--- config.mk ---
export PLATFORM = sky130hd
export DESIGN_NAME = sat_counter
export DESIGN_NICKNAME = d
export VERILOG_FILES = /design/src/rtl/clus_pattern_checker_sat_counter.sv
export SDC_FILE = /design/constraint.sdc
export NUM_CORES = 1
export LEC_CHECK = 0
export ABC_AREA = 1
export CAP_MARGIN = 5
export CORE_MARGIN = 3
export CORE_UTILIZATION = 42
export DETAILED_ROUTE_END_ITERATION = 12
export PLACE_DENSITY_LB_ADDON = 0.05
export SLEW_MARGIN = 20
export SYNTH_ARGS = -nofsm -noshare
export SYNTH_HDL_FRONTEND = slang
export SYNTH_SLANG_ARGS = --single-unit
--- constraint.sdc ---
create_clock -name fifoclk -period 2.1 [get_ports fifoclk]
set_clock_uncertainty 0.15 [all_clocks]
set_input_delay 0.21 -clock fifoclk [delete_from_list [all_inputs] [get_ports fifoclk]]
set_output_delay 0.21 -clock fifoclk [all_outputs]
set_load 0.005 [all_outputs]
--- src/rtl/clus_pattern_checker_sat_counter.sv ---
// -----------------------------------------------------------------------------
// sat_counter
//   Up-counter that sticks at all-ones instead of wrapping.
// Ports:
//   fifoclk        clock
//   fifoclk_reset  asynchronous active-high reset, clears the count
//   inc            add one this cycle (ignored once saturated)
//   count          current count
// -----------------------------------------------------------------------------
module sat_counter #(
  parameter int CNT_W = 16
) (
  input  logic             fifoclk,
  input  logic             fifoclk_reset,
  input  logic             inc,
  output logic [CNT_W-1:0] count
);

  always_ff @(posedge fifoclk or posedge fifoclk_reset) begin
    if (fifoclk_reset) begin
      count <= '0;
    end else if (inc && (count != '1)) begin
      count <= count + CNT_W'(1);
    end
  end

endmodule

==> results of run 1 <==
synth_stat cells:
| cell | count | area share (%) |
|---|---|---|
| nand2_1 | 58 | 20 |
| dfrtp_1 | 16 | 37 |
| inv_1 | 15 | 5.3 |
| nor2_1 | 14 | 4.9 |
| nand3_1 | 9 | 4.2 |
| nand2_2 | 6 | 3.5 |
| o21ai_2 | 6 | 4.9 |
| nand4_1 | 5 | 2.9 |
| nor2_4 | 5 | 5.3 |
| o21ai_1 | 4 | 1.9 |
| nor2_2 | 3 | 1.8 |
| nand3b_1 | 2 | 1.4 |
| xnor2_1 | 2 | 1.6 |
| xor2_1 | 2 | 1.6 |
| buf_8 | 1 | 1.4 |
| ha_1 | 1 | 1.2 |
| inv_2 | 1 | 0.35 |
metal layers:
layer | share of wire, % | routed length (um)
met1 | 50 | 1173
met2 | 46 | 1079
met3 | 3.2 | 76
met4 | 1.1 | 25
met5 | 0 | 0
where the power goes:
part	leakage [nW]	internal, W	switching, W
registers	0.208	0.000363	0.0000890
logic	0.325	0.000174	0.000156
clock network	0.0138	0.0000666	0.000101
critical path, stage by stage (launching register included):
cell and delay [ns]:
dfrtp_1 0.46, ha_1 0.31, inv_2 0.09, nor2_4 0.04, nand2_2 0.09, nor2_4 0.05, nor2_4 0.35, nand2_1 0.12
o21ai_2 0.08
per-stage QoR:
step / instance area (um2) / utilization, % / hold WS, ns / power, W / cells
CTS: 1292 / 55.75 / 0.1709 / 0.0009633 / 198
detailed placement: 1270 / 54.78 / 0.3766 / 0.0007913 / 195
global placement: 1270 / 54.78 / 0.3744 / 0.0007848 / 195
finish: 1292 / 55.75 / 0.1418 / 0.0009510 / 198
global route: 1292 / 55.75 / 0.2014 / 0.001023 / 198
floorplan: 1070 / - / -0.02626 / 0.0006277 / 150
worst min path at each step:
stage                  startpoint         to  slack (ns)  cells after the start
floorplan           fifoclk_reset   count[0]       -0.03                      1
global placement         count[1]   count[1]        0.37                      2
detailed placement       count[1]   count[1]        0.38                      2
CTS                 fifoclk_reset  count[15]        0.17                      2
global route        fifoclk_reset  count[15]        0.20                      2
finish              fifoclk_reset  count[15]        0.14                      2
kinds of logic after synthesis:
family | synth area share, %
fa+ha+maj | 1.169
flops | 37.43
compound gates | 6.784
simple gates | 44.33
buf+inv | 7.016
xor+xnor | 3.275
final cells by class:
type                       instances  area (um2)  share of cell area [%]
clock buffer                       3       22.52                   1.742
inverter                          16       60.06                   4.647
multi-input combinational        117       594.3                   45.98
sequential                        16       400.4                   30.98
tap                               28       35.03                   2.711
timing repair buffer              18       180.2                   13.94
==> results.toml, run 1 <==
[clock_tree]
postCtsHoldBufs = 0
numCtsBuffers = 3
cts_tree = "done"
ctsLongestPathBuffers = 2
post_cts_buffers = 0
cts-root-buf = "clkbuf_4"
clock_latency_ns = 0.29
ctsResizeCount = 0
path_clk_slew_ns = 0.10
cts_num_sinks = 16
htreeDepth = 1

[final_layout]
final_common_cell = "nand2_1"
drive_gt1_share_pct = 14.12
mostFrequentLayoutCells = "nand2_1, clkdlybuf4s50_1, dfrtp_1, inv_1, nor2_1"
nets = 176
reg_top3 = "count (16)"
fill_cells = 238
diodes = 0
regMostFlops = "count"
largest_reg_flops = 16
syn_to_final_growth_pct = 20.82

[logic_synthesis]
ys_seq_area_share_pct = 37.43
syn_inst = 150
netlist_area_um2 = 1070
synth_area_per_cell_um2 = 7.132
ys_warn_count = 0
synth.net_count = 154
synth_cell_types = 17
synth-seq-cells = 16

[sta]
fin_ws_ns = 0.2768
period_needed_ns = 1.823
slew_headroom_pct = 56.91
slew_viol_final = 0
finalSetupViolCount = 0
fin_crit_sh_pct = 86.82
fin_tns_setup_ns = 0
hold_viol_final = 0
worstMarginPinSlew_ns = 0.6456
rsz0062_at_grt = "false"
fmaxAchievable_mhz = 548.5

[route]
antenna_left = 0
drt_iter0_drc = 26
num_vias = 988
wl_per_cell_um = 11.89
drt_pass1_iterations = 5
avgViaCountPerCell = 4.990
drc = 0
wl_um = 2354

[worst_setup_path]
crit_path_max_fanout = 16
r2r_end = "count[5]"
rr_worst_depth = 8
critPathRequiredTime_ns = 2.17
cp-startpoint = "count[0]"
crit_type = "reg -> reg"
reg2reg_slack_ns = 0.28
cp-end-kind = "register"
setup.worst_path.start_class = "register"
cp-endpoint = "count[5]"
arrival_ns = 1.89
r2r-start = "count[0]"

[grt]
met3_usage_pct = 2.299
grtUsageMet1_pct = 22.84
grt.overflow.total = 0
grt_pass1_vias = 894
grt_pass1_wl_um = 4008
busiest_layer = "met2"
track_usage_pct = 15.93
antenna_found_initial = 0
grtUsageMet2_pct = 23.93
grt_max_degree = 17

[placed_design]
pre_cts_ws_ns = 0.2818
port_buffers = 18
routabilityCongestion = 0.8263
dpl.hpwl_um = 1763

[die]
die_h_um = 56.47
ioPinCount = 19
initial_core_util_pct = 46.14
die_area_um2 = 3189
core_region_area_um2 = 2318
fp-row-count = 17
die_w_um = 56.47

[power]
power.density_nw_per_um2 = 735.8
max-vdd-ir-drop_v = 0.0005054
p_leak_nw = 0.5473

[job]
max_cap_viol_count = 0

[status]
status = "completed"

[hold_path]
worstHoldPathType = "in -> async"
No activity file was read; power rests on OpenSTA's default activity.
==> run 2, diff against run 1 <==
CORE_MARGIN = 2   (was 3)
PLACE_DENSITY_LB_ADDON = 0.1   (was 0.05)
clock period = 1.5 ns   (was 2.1 ns; I/O delays follow)
==> run 2 against run 1 <==
The flow now finishes with violations (negative setup slack). Maximum frequency is 17% higher. First-iteration DRC count decreased by 77%. Largest cell class unchanged. Total power is 65% higher. Non-clock buffer count rose by 37. Critical endpoint is now count[8]. Sequential power rose by 26%. Sequential share of layout area down 6.8 points. Cell count up 20%.
==> results.toml, run 2 (synthesized netlist as in run 1, its figures left out) <==
[status]
status = "finished with violations"
violations = "negative setup slack"

[clock_tree]
ctsLongestPathBuffers = 2
cts-root-buf = "clkbuf_4"
cts_num_sinks = 16
cts_tree = "done"
htreeDepth = 1
numCtsBuffers = 3
postCtsHoldBufs = 0
clock_latency_ns = 0.30
path_clk_slew_ns = 0.10

[power]
power.density_nw_per_um2 = 943.1
p_leak_nw = 0.8077
max-vdd-ir-drop_v = 0.0008207

[sta]
fin_ws_ns = -0.05388
worstMarginPinSlew_ns = 0.2241
slew_viol_final = 0
whs_ns = 0.002768
finalSetupViolCount = 7
slew_headroom_pct = 85.06
fin_crit_sh_pct = 103.6
hold_viol_final = 0
fmaxAchievable_mhz = 643.6
rsz0062_at_grt = "true"
period_needed_ns = 1.554

[grt]
antenna_found_initial = 0
grt.overflow.total = 0
track_usage_pct = 21.64
grt_pass1_vias = 1129
grt_max_degree = 17
grt_pass1_wl_um = 4629

[route]
wl_per_cell_um = 11.17
drt_iter0_drc = 6
avgViaCountPerCell = 4.727
drc = 0
num_vias = 1125
drt_pass1_iterations = 4
wl_um = 2659
antenna_left = 0

[final_layout]
fin_area_um2 = 1662
mostFrequentLayoutCells = "nand2_1, buf_4, nand2_2, inv_1, dfrtp_1"
drive_gt1_share_pct = 38.94
regMostFlops = "count"
fin_cells = 238
final_common_cell = "nand2_1"
diodes = 0
syn_to_final_growth_pct = 55.32
reg_top3 = "count (16)"
nets = 213
largest_reg_flops = 16
final_core_util_pct = 67.69

[worst_setup_path]
cp-end-kind = "register"
crit_path_max_fanout = 3
crit_type = "reg -> reg"
arrival_ns = 1.60
critPathRequiredTime_ns = 1.55
setup.worst_path.start_class = "register"

[die]
fp-row-count = 18
initial_core_util_pct = 43.58
die_area_um2 = 2967
die_h_um = 54.47
core_region_area_um2 = 2455
ioPinCount = 19
die_w_um = 54.47

[job]
max_cap_viol_count = 0

[placed_design]
place_area_um2 = 1444
dpl.hpwl_um = 1967
dp.cells = 218
routabilityCongestion = 0.8286
port_buffers = 18

[hold_path]
worstHoldPathType = "in -> async"
[run 2: metrics by stage]
stage	setup TNS [ns]	worst slack, ns	power, W
final	-0.09727	-0.05388	0.001567
after global routing	-1.353	-0.1501	0.001678
after CTS	-0.3294	-0.05536	0.001541
after detailed placement	-1.188	-0.1201	0.001242
after global placement	-0.5944	-0.06886	0.001230
after floorplan	0	0.001804	0.0008999
[run 2: repair_timing]
action                     in CTS  in global routing
setup buffers                  11                  6
pin swaps                       7                  6
gates cloned                    0                  0
resized for setup              28                 15
setup endpoints to repair      29                 16
[run 2: per-layer routing]
metal	routed length [um]	global-route usage, %	vias up
li1	-	-	586
met1	1126	24.04	517
met2	1430	40.76	17
met3	62	3.005	5
met4	40	8.750	0
met5	0	0	-
[run 2: worst paths after layout]
check	cells past startpoint	end	startpoint	slack, ns
setup / recovery	8	count[8]	count[1]	-0.05
hold / removal	3	count[12]	fifoclk_reset	0.003
setup reg to reg	8	count[8]	count[1]	-0.05
hold reg to reg	3	count[3]	count[3]	0.45
max in group asynchronous	3	count[0]	fifoclk_reset	0.99
min in group fifoclk	3	count[3]	count[3]	0.45
[run 2: final cells by class]
type | instances | area (um2)
Sequential cell | 16 | 401.6
Clock buffer | 4 | 26.28
Tap cell | 30 | 37.54
Inverter | 16 | 60.06
Timing Repair Buffer | 55 | 467.9
Fill cell | 220 | 793.3
Multi-Input combinational cell | 117 | 668.1
[run 2: where the power goes]
group	total, W	internal [W]	switching (W)	leakage (nW)
sequential	0.000568	0.000510	0.0000586	0.207
clock	0.000252	0.000104	0.000149	0.0150
combinational	0.000747	0.000403	0.000343	0.586
total	0.00157	0.00102	0.000551	0.808
[run 2: worst max-delay path, stage by stage, from the launching register on]
cell and delay, ns:
dfrtp_1 0.42, ha_4 0.16, inv_2 0.04, nor2_4 0.09, buf_6 0.10, nand4_1 0.18, buf_4 0.20, nand3b_1 0.07
nand2_1 0.05
